===== config.mk =====
export PLATFORM = sky130hd
export DESIGN_NAME = chunked_adder
export DESIGN_NICKNAME = d
export VERILOG_FILES = /design/src/rtl/chunked_adder.sv
export SDC_FILE = /design/constraint.sdc
export NUM_CORES = 1
export LEC_CHECK = 0
export ABC_AREA = 0
export CELL_PAD_IN_SITES_DETAIL_PLACEMENT = 0
export CELL_PAD_IN_SITES_GLOBAL_PLACEMENT = 1
export CORE_ASPECT_RATIO = 1.4
export CORE_MARGIN = 1
export CORE_UTILIZATION = 25
export DETAILED_ROUTE_END_ITERATION = 7
export PLACE_DENSITY = 0.52
export SYNTH_ARGS = -nofsm -noshare
export SYNTH_HDL_FRONTEND = slang
export SYNTH_SLANG_ARGS = --single-unit

===== constraint.sdc =====
create_clock -name clk -period 3.37 [get_ports clk]
set_input_delay 0.337 -clock clk [delete_from_list [all_inputs] [get_ports clk]]
set_output_delay 0.337 -clock clk [all_outputs]
set_load 0.02 [all_outputs]

===== src/rtl/chunked_adder.sv =====
// Multi-cycle adder/subtractor: processes CHUNK bits per clock, LSB chunk first,
// and publishes sum/cout/ovf together on the edge that finishes the MSB chunk.
module chunked_adder #(
  parameter int WIDTH = 16,
  parameter int CHUNK = 4
) (
  input  logic             clk,
  input  logic             rst_n,
  input  logic             start,
  input  logic             sub,
  input  logic [WIDTH-1:0] a,
  input  logic [WIDTH-1:0] b,
  input  logic             cin,
  output logic             busy,
  output logic             done,
  output logic [WIDTH-1:0] sum,
  output logic             cout,
  output logic             ovf
);
  localparam int CH_SAFE = (CHUNK >= 1) ? CHUNK : 1;
  localparam int N       = WIDTH / CH_SAFE;
  localparam int CW      = (N > 1) ? $clog2(N) : 1;
  localparam int IW      = (WIDTH > 1) ? $clog2(WIDTH) : 1;

  if ((CHUNK < 1) || ((WIDTH % CH_SAFE) != 0)) begin : g_bad_cfg
    $error("chunked_adder: CHUNK must be >= 1 and divide WIDTH");
  end

  typedef enum logic [1:0] {IDLE, RUN, DONE} state_e;

  state_e             state_q, state_d;
  logic [WIDTH-1:0]   a_q, b_q, res_q, res_d, sum_q;
  logic               carry_q, cout_q, ovf_q;
  logic [CW-1:0]      cnt_q;

  logic [IW-1:0]      base;
  logic [CHUNK-1:0]   a_ch, b_ch, psum;
  logic               c_out, msb_cin, last;

  always_ff @(posedge clk or negedge rst_n) begin
    if (!rst_n) state_q <= IDLE;
    else        state_q <= state_d;
  end

  always_comb begin
    state_d = state_q;
    case (state_q)
      IDLE:    if (start) state_d = RUN;
      RUN:     if (last)  state_d = DONE;
      DONE:    state_d = IDLE;
      default: state_d = IDLE;
    endcase
  end

  always_comb begin
    busy = (state_q == RUN);
    done = (state_q == DONE);
  end

  // One chunk of the ripple; the carry into the top bit falls out as a^b^s there.
  always_comb begin
    base              = IW'(cnt_q * CH_SAFE);
    a_ch              = a_q[base +: CHUNK];
    b_ch              = b_q[base +: CHUNK];
    {c_out, psum}     = {1'b0, a_ch} + {1'b0, b_ch} + (CHUNK+1)'(carry_q);
    msb_cin           = a_ch[CHUNK-1] ^ b_ch[CHUNK-1] ^ psum[CHUNK-1];
    res_d             = res_q;
    res_d[base +: CHUNK] = psum;
    last              = (cnt_q == CW'(N-1));
  end

  always_ff @(posedge clk or negedge rst_n) begin
    if (!rst_n) begin
      a_q     <= '0;
      b_q     <= '0;
      res_q   <= '0;
      sum_q   <= '0;
      carry_q <= 1'b0;
      cout_q  <= 1'b0;
      ovf_q   <= 1'b0;
      cnt_q   <= '0;
    end else begin
      case (state_q)
        IDLE: if (start) begin
          a_q     <= a;
          b_q     <= sub ? ~b : b;
          carry_q <= cin ^ sub;
          cnt_q   <= '0;
        end
        RUN: begin
          res_q   <= res_d;
          carry_q <= c_out;
          cnt_q   <= cnt_q + CW'(1);
          if (last) begin
            sum_q  <= res_d;
            cout_q <= c_out;
            ovf_q  <= msb_cin ^ c_out;
          end
        end
        default: ;
      endcase
    end
  end

  assign sum  = sum_q;
  assign cout = cout_q;
  assign ovf  = ovf_q;

endmodule

After elaboration in Yosys (flattened, before gate mapping)
Cells that the tools add are included.

Logic and storage cells: 42. Output and inout bits: 20. Bits in registers: 71. Input bits: 37.

Shift operators: 4. $add $sub $neg: 4. Equal/unequal tests: 5. Reduce and logical (&&, ||, !) cells: 6. Bitwise gates (word level): 5. Multiplexer cells: 9.

Operators by type and width (count): variable part select 16 x 5 -> 4 bit (2); bitwise mux 16 bit (1); 2-to-1 mux 16 bit (1); NOT 16 bit (1); variable shift 4 x 6 -> 16 bit, first input constant (1); variable part select 4 x 6 -> 16 bit (1); one-hot mux 2 bit (2 select lines) (2); AND reduction 2 bit (4); 2-to-1 mux 2 bit (3); negator 4 -> 6 bit (1); adder 4 x 4 -> 5 bit (1); adder 5 x 1 -> 5 bit (1); equality test 2 bit, second input constant (2); XOR 1 bit (4); adder 2 x 1 -> 2 bit, second input constant (1); equality test 2 x 1 -> 1 bit, second input constant (1); logical NOT 2 bit (1); inequality test 2 x 1 -> 1 bit, second input constant (1); inequality test 2 bit, second input constant (1); one-hot mux 1 bit (2 select lines) (1); nonzero test 2 bit (1); 2-to-1 mux 1 bit (1).

Logic depth before layout (Yosys ltp)
Depth in word-level cells: 5. Gate-level depth with buffers: 9. Mapped depth without buffers: 8.

Least setup slack after synthesis
Ideal clock, no wire load.

Path kind: register -> register. Start: register cnt_q[0]. End: register res_q[2]. Library setup time: 0.121 ns. Slack: 0.742 ns. Required time: 3.249 ns. Cell stages (with the launch flop): 9. Period minus slack after synthesis: 2.628 ns. Path buffers: 1. Arrival time: 2.507 ns. Cells stage by stage: dfrtp_1 -> buf_2 -> mux4_2 -> fa_1 -> inv_1 -> fa_1 -> xnor2_1 -> and2_1 -> a22o_2.

Word-level cells in the longest chain between the ends: 5. Elaborated cells on any way between the ends: 8. Classes of those cells: 3 x add/sub; 4 x shift; 1 x mux.

RTL lines: start, declared (RTL line 34) `logic [CW-1:0] cnt_q;`; start signal, assigned (RTL line 93) `cnt_q <= cnt_q + CW'(1);`; variable part select 16 x 5 -> 4 bit, on equally long branches (RTL line 63, 64); adder 4 x 4 -> 5 bit (RTL line 65) `{c_out, psum} = {1'b0, a_ch} + {1'b0, b_ch} + (CHUNK+1)'(carry_q);`; adder 5 x 1 -> 5 bit (RTL line 65); variable part select 4 x 6 -> 16 bit (RTL line 68) `res_d[base +: CHUNK] = psum;`; bitwise mux 16 bit * (RTL line 68); end signal, assigned (RTL line 91) `res_q <= res_d;`; end, declared (RTL line 32) `logic [WIDTH-1:0] a_q, b_q, res_q, res_d, sum_q;`.

Every way passes the cells marked *; elsewhere a longest branch is shown, timed or not. A chain may end at the register's enable or synchronous reset.

Worst setup path in the final report
Start: register cnt_q[0]. End: register res_q[6].

Same word-level chain as after synthesis.

==> metrics <==
post-synthesis adder-cell area fraction=4.464%; Detail Route Antenna Nets=0; Mapped Cells=292; vias per cell=approximately 4.4; first drt pass iteration count=4; RD Place Congestion=0.7556; DRC=0; Placeable Area=0.01339 sq mm; die width=100.8 um; pre-CTS setup slack=469.5 ps; worst-skew pair later-pin latency=330 ps; routed length per instance=14.95 um; post-synthesis xor/xnor area fraction=5.379%; CP top delay family=flip-flops; Boundary Pins=57; dominant cells by area after synthesis=dfrtp_1 (52%), mux2_2 (5.3%), mux4_2 (5.3%); DR iter-0 viols=39; worst setup margin=between 400 and 500 ps; Cell Area, Synth=0.003420 sq mm; Global Route Usage Sum=12.52%; largest net degree at the start of global routing=72; Pint=2.897 mW; Seq pwr share=29.8%; Clk pwr share=19.8%; register area=0.001777 sq mm; Hold Path Class=input pin to async pin; CTS Buffer Depth=2; Filler cells=roughly 1.4k; CP Max Fanout=9; full die area=0.01416 sq mm; Net Sw Power=2.066 mW; first-pass GRT wire length=13.15 mm; commonest non-fill, non-tap cell in the layout=dfrtp_1; htree depth=3; clk sinks=71; register area share after synthesis=51.96%; cell taking the most area after synthesis=dfrtp_1; Max Cap Violations=0; Critical Path Max Stage Delay=roughly 640 ps; Crit. End Element=flip-flop; layout cells sized above 1=15.17%; fin crit share=85.87%; Slew @ Worst Pin=925.4 ps; CTS Hold Buffers Added=0; Synth top area share=51.96%; post-synthesis simple-gate area fraction=10.25%; chip height=140.4 um; Multi-input gate area=0.001506 sq mm; most frequent cells in the layout=dfrtp_1 (71), clkdlybuf4s50_1 (55), nor2_1 (37); number of global-route vias before repair=2,393; # setup viols final=0; initial core utilization=25.54%; Fmax=345.6 MHz; CTS Root Cell=clkbuf_16; Final min period=roughly 2900 ps; Slew HR=38.31%; Sw Share=41.62%; Pwr Density=1109 mW/mm^2; critical path class=flip-flop to flip-flop; Post-CTS Setup Inserts=0; Clock Pin Slew Worst Setup and Hold Paths=60 ps; Compound-Gate Fraction of Synth Area=13.28%; Startpoint Class=flip-flop; final net count=399; CP bufs+invs=1; Post-Syn Area per Cell=11.71 sq um; total gr overflow=0; n_diodes=0; Gates resized, CTS repair=0; syn_nets=340; Worst EP arrival=3160 ps; maximum VDD drop=0.4894 mV; FF+latch count, synth=slightly above 70; status=completed; Static Leakage=approximately 1.8 nW; Post-Route WL=8.044 mm; Yosys Warn Count=0; routed vias=2,364; combinational fraction of design power=50.3%; Critical Path RT=~3600 ps; DPL Wire Length=5.786 mm; max-slew violation count=0; WHS=215.7 ps; CP max stage cell=dfrtp_1; Distinct cells, synth=33; synth-to-layout area growth=30.88%; CTS tree=built; I/O Buffers=56; multiplexer share of the synthesized area=between 10% and 20%; Clock Skew=6.201 ps; Critical Path, Cell by Cell=buf_4 -> mux4_2 -> ha_1 -> xnor2_1 -> and2_1 -> a22o_1; initial antenna violation count=0; RSZ-0062 raised after global routing=false; largest family of logic cells by synthesized area=compound AO/OA/AOI/OAI gates; Final Hold Fails=0; row count=50; setup tns final=0 ps; TritonCTS Buffers=9
[registers in the layout (all words and copies together), names as in the netlist]
name,cells
a_q,16
b_q,16
carry_q,1
cnt_q,2
cout,1
ovf,1
res_q,16
state_q,2
sum,16
[cells in the mapped netlist]
cell type  number
ha_1            9
buf_6           2
a22o_2          2
nand2b_1        2
o21ai_0        10
fa_1            2
clkbuf_1        5
and4b_2         1
a22o_1          7
nor3b_1         4
a21oi_2         1
buf_2           7
mux2_2         16
dfrtp_1        71
xor2_1          2
a32o_1          8
nor2_1         37
and2_1          1
o21bai_1        2
nor4_4          1
nor3_1          3
nor4b_2         1
nand3b_2        1
a221oi_1        9
mux4_2          8
a21o_1          1
a22oi_1         1
a21oi_1        25
nand2_1        17
nor2b_1         4
xnor2_1        19
buf_12          1
inv_1          12
[power groups by stage]
stage / clock network [mW] / logic (mW) / registers, mW
finish: 0.984 / 2.50 / 1.48
detailed placement: 0 / 2.54 / 1.51
global route: 1.04 / 2.74 / 1.54
CTS: 1.01 / 2.55 / 1.49
global placement: 0 / 2.52 / 1.50
floorplan: 0 / 1.73 / 1.51
[metal layers]
metal / wire length, um / vias up / global-route usage [%]
li1: - / 1151 / -
met1: 3556 / 1155 / 15.44
met2: 4077 / 46 / 20.84
met3: 244 / 12 / 2.246
met4: 165 / 0 / 6.178
met5: 0 / - / 0
[through the flow]
step | power, mW | area, sq um | cells | util (%)
finish | 4.963 | 4476 | 538 | 33.43
global placement | 4.025 | 4164 | 522 | 31.10
CTS | 5.054 | 4476 | 538 | 33.43
detailed placement | 4.048 | 4164 | 522 | 31.10
floorplan | 3.238 | 3420 | 292 | -
global route | 5.326 | 4476 | 538 | 33.43
[cell type report]
type / count / area share, %
Sequential cell: 71 / 39.70
Multi-Input combinational cell: 194 / 33.66
Timing Repair Buffer: 63 / 13.59
Clock buffer: 14 / 6.122
Tap cell: 182 / 5.088
Inverter: 12 / 1.006
Clock inverter: 2 / 0.8387
[cells by family (layout without fill, tap and decap cells)]
kind of cell               count (synthesis)  count (layout)
and+or+nand+nor                           72              72
DFF                                       71              71
AOI/OAI and AO/OA                         66              66
buffers and inverters                     27              91
muxes                                     24              24
xor gates and xnor gates                  21              21
adders and majority gates                 11              11
[final timing paths]
kind | startpoint | end | slack (ps) | depth (start not counted)
max | cnt_q[0] | res_q[6] | 480 | 6
min | rst_n | sum[0] | 220 | 2
max reg2reg | cnt_q[0] | res_q[6] | 480 | 6
min reg2reg | sum[5] | sum[5] | 480 | 2
max in group asynchronous | rst_n | b_q[0] | 2540 | 2
min in group clk | sum[5] | sum[5] | 480 | 2
(Power assumes the default switching activity.)
